<file path="src/rtl/gb_wr_arb_rr_if.sv">
// Write-port arbiter bus: per-channel requests and IDs on one side,
// SRAM write-controller handshake on the other.
interface gb_wr_arb_rr_if #(
  parameter int NUM_CH = 4,
  parameter int ID_W   = 6
);
  localparam int CH_W = (NUM_CH > 1) ? $clog2(NUM_CH) : 1;

  logic [NUM_CH-1:0]      req;
  logic [NUM_CH*ID_W-1:0] id_in;
  logic                   wr_ack;
  logic                   wr_done;
  logic                   wr_req;
  logic [ID_W-1:0]        wr_id;
  logic [CH_W-1:0]        wr_ch;
  logic [NUM_CH-1:0]      gnt;
  logic                   busy;

  // Arbiter side
  modport master (
    input  req, id_in, wr_ack, wr_done,
    output wr_req, wr_id, wr_ch, gnt, busy
  );

  // Requesters / SRAM controller side
  modport slave (
    output req, id_in, wr_ack, wr_done,
    input  wr_req, wr_id, wr_ch, gnt, busy
  );
endinterface

</file>
<file path="src/rtl/gb_wr_arb_rr.sv">
// Global-buffer SRAM write-port arbiter: one fixed-priority channel with an
// anti-starvation cap, remaining channels served round-robin, and the
// req/ack/done handshake towards the SRAM write controller.
module gb_wr_arb_rr #(
  parameter int NUM_CH     = 4,
  parameter int ID_W       = 6,
  parameter int PRIO_CH    = 0,
  parameter int STARVE_MAX = 4
) (
  input  logic           clk,
  input  logic           rst,
  gb_wr_arb_rr_if.master bus
);
  localparam int CH_W = (NUM_CH > 1) ? $clog2(NUM_CH) : 1;
  localparam int SC_W = (STARVE_MAX > 0) ? $clog2(STARVE_MAX + 1) : 1;

  typedef enum logic [1:0] {
    S_IDLE,
    S_REQ,
    S_WRITE
  } state_t;

  state_t            state_q, state_n;
  logic              wr_req_q, wr_req_n;
  logic [ID_W-1:0]   wr_id_q, wr_id_n;
  logic [CH_W-1:0]   wr_ch_q, wr_ch_n;
  logic [NUM_CH-1:0] gnt_q, gnt_n;
  logic [CH_W-1:0]   rr_ptr_q, rr_ptr_n;
  logic [SC_W-1:0]   starve_q, starve_n;

  logic              others_req;
  logic              prio_wins;
  logic              rr_found;
  logic [CH_W-1:0]   rr_win;
  logic [CH_W-1:0]   win;
  int unsigned       rr_idx;

  // Winner selection: priority channel unless capped, else first requester after rr_ptr
  always_comb begin
    others_req = 1'b0;
    for (int unsigned ch = 0; ch < NUM_CH; ch++) begin
      if (ch != PRIO_CH && bus.req[ch]) begin
        others_req = 1'b1;
      end
    end

    rr_found = 1'b0;
    rr_win   = '0;
    rr_idx   = 0;
    for (int unsigned i = 1; i <= NUM_CH; i++) begin
      rr_idx = (32'(rr_ptr_q) + i) % NUM_CH;
      if (!rr_found && rr_idx != PRIO_CH && bus.req[rr_idx]) begin
        rr_found = 1'b1;
        rr_win   = CH_W'(rr_idx);
      end
    end

    prio_wins = bus.req[PRIO_CH] &&
                (STARVE_MAX == 0 || starve_q < SC_W'(STARVE_MAX) || !others_req);
    win = prio_wins ? CH_W'(PRIO_CH) : rr_win;
  end

  // Next-state and registered-output logic for the handshake FSM
  always_comb begin
    state_n  = state_q;
    wr_req_n = wr_req_q;
    wr_id_n  = wr_id_q;
    wr_ch_n  = wr_ch_q;
    gnt_n    = '0;
    rr_ptr_n = rr_ptr_q;
    starve_n = starve_q;

    unique case (state_q)
      S_IDLE: begin
        if (|bus.req) begin
          wr_id_n  = bus.id_in[win*ID_W +: ID_W];
          wr_ch_n  = win;
          wr_req_n = 1'b1;
          state_n  = S_REQ;
          if (!prio_wins) begin
            rr_ptr_n = win;
            starve_n = '0;
          end else if (others_req && starve_q != SC_W'(STARVE_MAX)) begin
            starve_n = starve_q + 1'b1;
          end
        end
      end
      S_REQ: begin
        if (bus.wr_ack) begin
          wr_req_n         = 1'b0;
          gnt_n[wr_ch_q]   = 1'b1;
          state_n          = S_WRITE;
        end
      end
      S_WRITE: begin
        if (bus.wr_done) begin
          state_n = S_IDLE;
        end
      end
      default: state_n = S_IDLE;
    endcase
  end

  // State and output registers; reset aborts any transfer in flight
  always_ff @(posedge clk or posedge rst) begin
    if (rst) begin
      state_q  <= S_IDLE;
      wr_req_q <= 1'b0;
      wr_id_q  <= '0;
      wr_ch_q  <= '0;
      gnt_q    <= '0;
      rr_ptr_q <= CH_W'(NUM_CH - 1);
      starve_q <= '0;
    end else begin
      state_q  <= state_n;
      wr_req_q <= wr_req_n;
      wr_id_q  <= wr_id_n;
      wr_ch_q  <= wr_ch_n;
      gnt_q    <= gnt_n;
      rr_ptr_q <= rr_ptr_n;
      starve_q <= starve_n;
    end
  end

  assign bus.wr_req = wr_req_q;
  assign bus.wr_id  = wr_id_q;
  assign bus.wr_ch  = wr_ch_q;
  assign bus.gnt    = gnt_q;
  assign bus.busy   = (state_q != S_IDLE);
endmodule

</file>
<file path="src/flat_wrapper.sv">
// flat-port wrapper written by rule: the top's interface ports become plain ports
module gb_wr_arb_rr_flat 
#(
  parameter int NUM_CH     = 4,
  parameter int ID_W       = 6,
  parameter int PRIO_CH    = 0,
  parameter int STARVE_MAX = 4
)
  (clk, rst, bus_req, bus_id_in, bus_wr_ack, bus_wr_done, bus_wr_req, bus_wr_id, bus_wr_ch, bus_gnt, bus_busy);
  gb_wr_arb_rr_if #(.NUM_CH(NUM_CH), .ID_W(ID_W)) bus_i ();
  input  logic clk;
  input  logic rst;
  input wire logic [$bits(bus_i.req)-1:0] bus_req;
  input wire logic [$bits(bus_i.id_in)-1:0] bus_id_in;
  input wire logic [$bits(bus_i.wr_ack)-1:0] bus_wr_ack;
  input wire logic [$bits(bus_i.wr_done)-1:0] bus_wr_done;
  output wire logic [$bits(bus_i.wr_req)-1:0] bus_wr_req;
  output wire logic [$bits(bus_i.wr_id)-1:0] bus_wr_id;
  output wire logic [$bits(bus_i.wr_ch)-1:0] bus_wr_ch;
  output wire logic [$bits(bus_i.gnt)-1:0] bus_gnt;
  output wire logic [$bits(bus_i.busy)-1:0] bus_busy;
  assign bus_i.req = bus_req;
  assign bus_i.id_in = bus_id_in;
  assign bus_i.wr_ack = bus_wr_ack;
  assign bus_i.wr_done = bus_wr_done;
  assign bus_wr_req = bus_i.wr_req;
  assign bus_wr_id = bus_i.wr_id;
  assign bus_wr_ch = bus_i.wr_ch;
  assign bus_gnt = bus_i.gnt;
  assign bus_busy = bus_i.busy;
  gb_wr_arb_rr #(.NUM_CH(NUM_CH), .ID_W(ID_W), .PRIO_CH(PRIO_CH), .STARVE_MAX(STARVE_MAX)) u_core (.clk(clk), .rst(rst), .bus(bus_i));
endmodule
</file>
<file path="config.mk">
export PLATFORM = sky130hd
export DESIGN_NAME = gb_wr_arb_rr_flat
export DESIGN_NICKNAME = d
export VERILOG_FILES = /design/src/rtl/gb_wr_arb_rr_if.sv /design/src/rtl/gb_wr_arb_rr.sv /design/src/flat_wrapper.sv
export SDC_FILE = /design/constraint.sdc
export NUM_CORES = 1
export LEC_CHECK = 0
export CORE_UTILIZATION = 49
export DETAILED_ROUTE_END_ITERATION = 10
export GPL_TIMING_DRIVEN = 0
export PLACE_DENSITY = 0.94
export RECOVER_POWER = 100
export SYNTH_ARGS = -nofsm -noshare
export SYNTH_HDL_FRONTEND = slang
export SYNTH_SLANG_ARGS = --single-unit
</file>
<file path="constraint.sdc">
create_clock -name clk -period 4.54 [get_ports clk]
set_input_delay 0.908 -clock clk [delete_from_list [all_inputs] [get_ports clk]]
set_output_delay 0.908 -clock clk [all_outputs]
set_load 0.005 [all_outputs]
</file>
==> results.json <==
{
  "crit_fanout": 10,
  "fin_ws_ns": 0.889,
  "place_inst": 216,
  "io_buffers": 43,
  "ys_top_cells_by_count": "nand2_1 (24), dfrtp_1 (18), mux2i_1 (15)",
  "drt_iter0_markers": 27,
  "cellInternalPower_uw": 634,
  "outcome": "finished clean",
  "grt-ovfl-total": 0,
  "postRouteAntennaNets": 0,
  "initial_core_util": 0.535,
  "pre_cts_slack_ns": 1.27,
  "cts-resized-gates": 0,
  "setup_viol": 0,
  "cts_hold_buf": 0,
  "diodes": 0,
  "cts_sinks": 20,
  "syn_nets": 180,
  "utilization": 0.717,
  "worst_slew_pin_slew_ns": 0.748,
  "pin_count": 46,
  "p_sw_frac": 0.420,
  "layout-drive-gt1-share": 0.0842,
  "max_slew_margin": 0.500,
  "slew_violations": 0,
  "avgSynthCellArea_um2": 9.61,
  "max_freq_mhz": 274,
  "seq_area_frac_synth": 0.366,
  "synth_area_leaders": "dfrtp_1 (33%), mux2i_1 (11%), nand2_1 (6.6%)",
  "viasPerCell": 5.70,
  "end_kind": "register",
  "synth_area_leader_cell": "dfrtp_1",
  "finalCritPeriodShare": 0.804,
  "grt_max_degree": 21,
  "pwr-share-clk": 0.082,
  "wl_per_cell_um": 15.1,
  "row_count": 18,
  "seqCellArea_um2": 503,
  "first_global_vias": 1211,
  "core_um2": 2570,
  "multi_input_area_um2": 731,
  "cts_buffers": 3,
  "combinationalPowerShare": 0.640,
  "die_x_um": 55.0,
  "power_density_nw_per_um2": 594,
  "netlist_area_um2": 1370,
  "drc_errors": 0,
  "synth.top_cell.area_share": 0.328,
  "num_vias": 1255,
  "synth_most_common_cell": "nand2_1",
  "cp.required_ns": 4.71,
  "synth_cell_types": 44,
  "cts_tree": "built",
  "first_pass_iters": 4,
  "grt_antenna_before_repair": 0,
  "cts_root_buf": "clkbuf_4",
  "startpoint_type": "register",
  "maxCapViolCount": 0,
  "grt_pass1_wl_um": 5250,
  "path_clk_slew_ns": 0.11,
  "p_sw_uw": 459,
  "crit_type": "register to register",
  "ir_drop_mv": 0.423,
  "netlist_instances": 143,
  "clockBufferDepth": 2,
  "p_leak_uw": 0.000878,
  "fin_nets": 228,
  "hold_viol_final": 0,
  "ys_warn_count": 0,
  "nFillCells": 193,
  "power_frac_seq": 0.279,
  "finalCriticalPeriod_ns": 3.65,
  "dieArea_um2": 3020,
  "yosys_register_bits": 20,
  "crit_arrival_ns": 3.82,
  "syn2layout_area_growth_pct": 34.1,
  "synth_flop_cell": "dfrtp_1",
  "async_reset_ff_frac": 1.00,
  "gr-usage-all-layers": 0.246,
  "clk_latency_ns": 0.31,
  "hp-class": "register to register",
  "post_cts_buffers": 0,
  "synth_edf_count": 0,
  "htreeDepth": 1,
  "fin_setup_tns_ns": 0,
  "dp_hpwl_um": 2550,
  "drt_wl_total_um": 3320,
  "instances_no_fill": 220,
  "total_power_uw": 1090,
  "gp_congestion": 0.788,
  "grt_setup_unrepaired": "false",
  "finClkSkew_ns": 0.00528,
  "chipHeight_um": 55.0
}
## through the flow
| stage | instance area (um2) | hold WS (ns) |
|---|---|---|
| final | 1840 | 0.499 |
| after global routing | 1840 | 0.531 |
| after CTS | 1870 | 0.505 |
| after detailed placement | 1840 | 0.467 |
| after global placement | 1840 | 0.465 |
| after floorplan | 1370 | 0.468 |
## metal layers
layer | track usage | up-vias | wire length (um)
met1 | 0.309 | 597 | 1410
li1 | - | 602 | -
met5 | 0 | - | 0
met3 | 0.0301 | 5 | 167
met4 | 0.0833 | 0 | 31
met2 | 0.434 | 51 | 1710
## path summary, 6_finish.rpt
path	startpoint	end	slack, ns	cells past startpoint
setup / recovery	u_core.rr_ptr_q[0]	u_core.bus.wr_id[1]	0.89	13
hold / removal	u_core.bus.wr_req	u_core.bus.wr_req	0.50	2
setup reg to reg	u_core.rr_ptr_q[0]	u_core.bus.wr_id[1]	0.89	13
hold reg to reg	u_core.bus.wr_req	u_core.bus.wr_req	0.50	2
max in group asynchronous	rst	u_core.bus.wr_id[1]	2.91	2
min in group asynchronous	rst	u_core.state_q[1]	1.16	2
## layout by cell type (no fill, tap or decap), types with 3 or more instances in the layout
cell type         n
clkbuf_4          3
o221ai_1          7
inv_1             8
mux2i_1          16
dlygate4sd3_1    17
dfrtp_1          18
nor2_1            7
ha_1              5
buf_6             3
nand3_1           3
clkdlybuf4s50_1  26
clkbuf_1          4
o21ai_0           7
nand2_1          24
## power groups by stage
stage / clock network (uW) / logic [uW] / registers (uW)
floorplan: 0 / 504 / 304
global placement: 0 / 698 / 308
detailed placement: 0 / 731 / 310
CTS: 90.8 / 735 / 309
global route: 97.6 / 763 / 315
finish: 89.3 / 699 / 305
## sequential cells by signal (all words and copies together), names as in the netlist
register and count:
u_core.bus.wr_ch 2, u_core.rr_ptr_q 2, u_core.starve_q 3, u_core.state_q 2, u_core.bus.wr_req 1, u_core.bus.gnt 4, u_core.bus.wr_id 6
## logic make-up (layout without fill, tap and decap cells)
| group | count (synthesis) | count (layout) | synth area share |
|---|---|---|---|
| compound gates | 29 | 29 | 0.171 |
| fa+ha+maj | 5 | 5 | 0.0455 |
| buf+inv | 18 | 65 | 0.0911 |
| flops | 20 | 20 | 0.366 |
| mux | 19 | 19 | 0.144 |
| simple gates | 52 | 52 | 0.182 |
## layout make-up
cell class | instances | area share
clock buffer | 4 | 0.0143
multi-input combinational | 105 | 0.397
sequential | 20 | 0.273
tap | 30 | 0.0204
inverter | 8 | 0.0163
buffer | 10 | 0.0455
timing repair buffer | 43 | 0.234
## worst max-delay path, cell delays in order, from the launching register on
cell and delay [ns]:
dfstp_1 0.56, clkbuf_1 0.32, buf_6 0.19, inv_1 0.06, ha_1 0.30, buf_6 0.14, mux2i_1 0.17, o311ai_0 0.32
mux2_2 0.21, a21o_1 0.10, buf_2 0.18, clkbuf_1 0.51, mux2i_1 0.30, o221ai_1 0.15
Power figures use the tool's default switching activity.
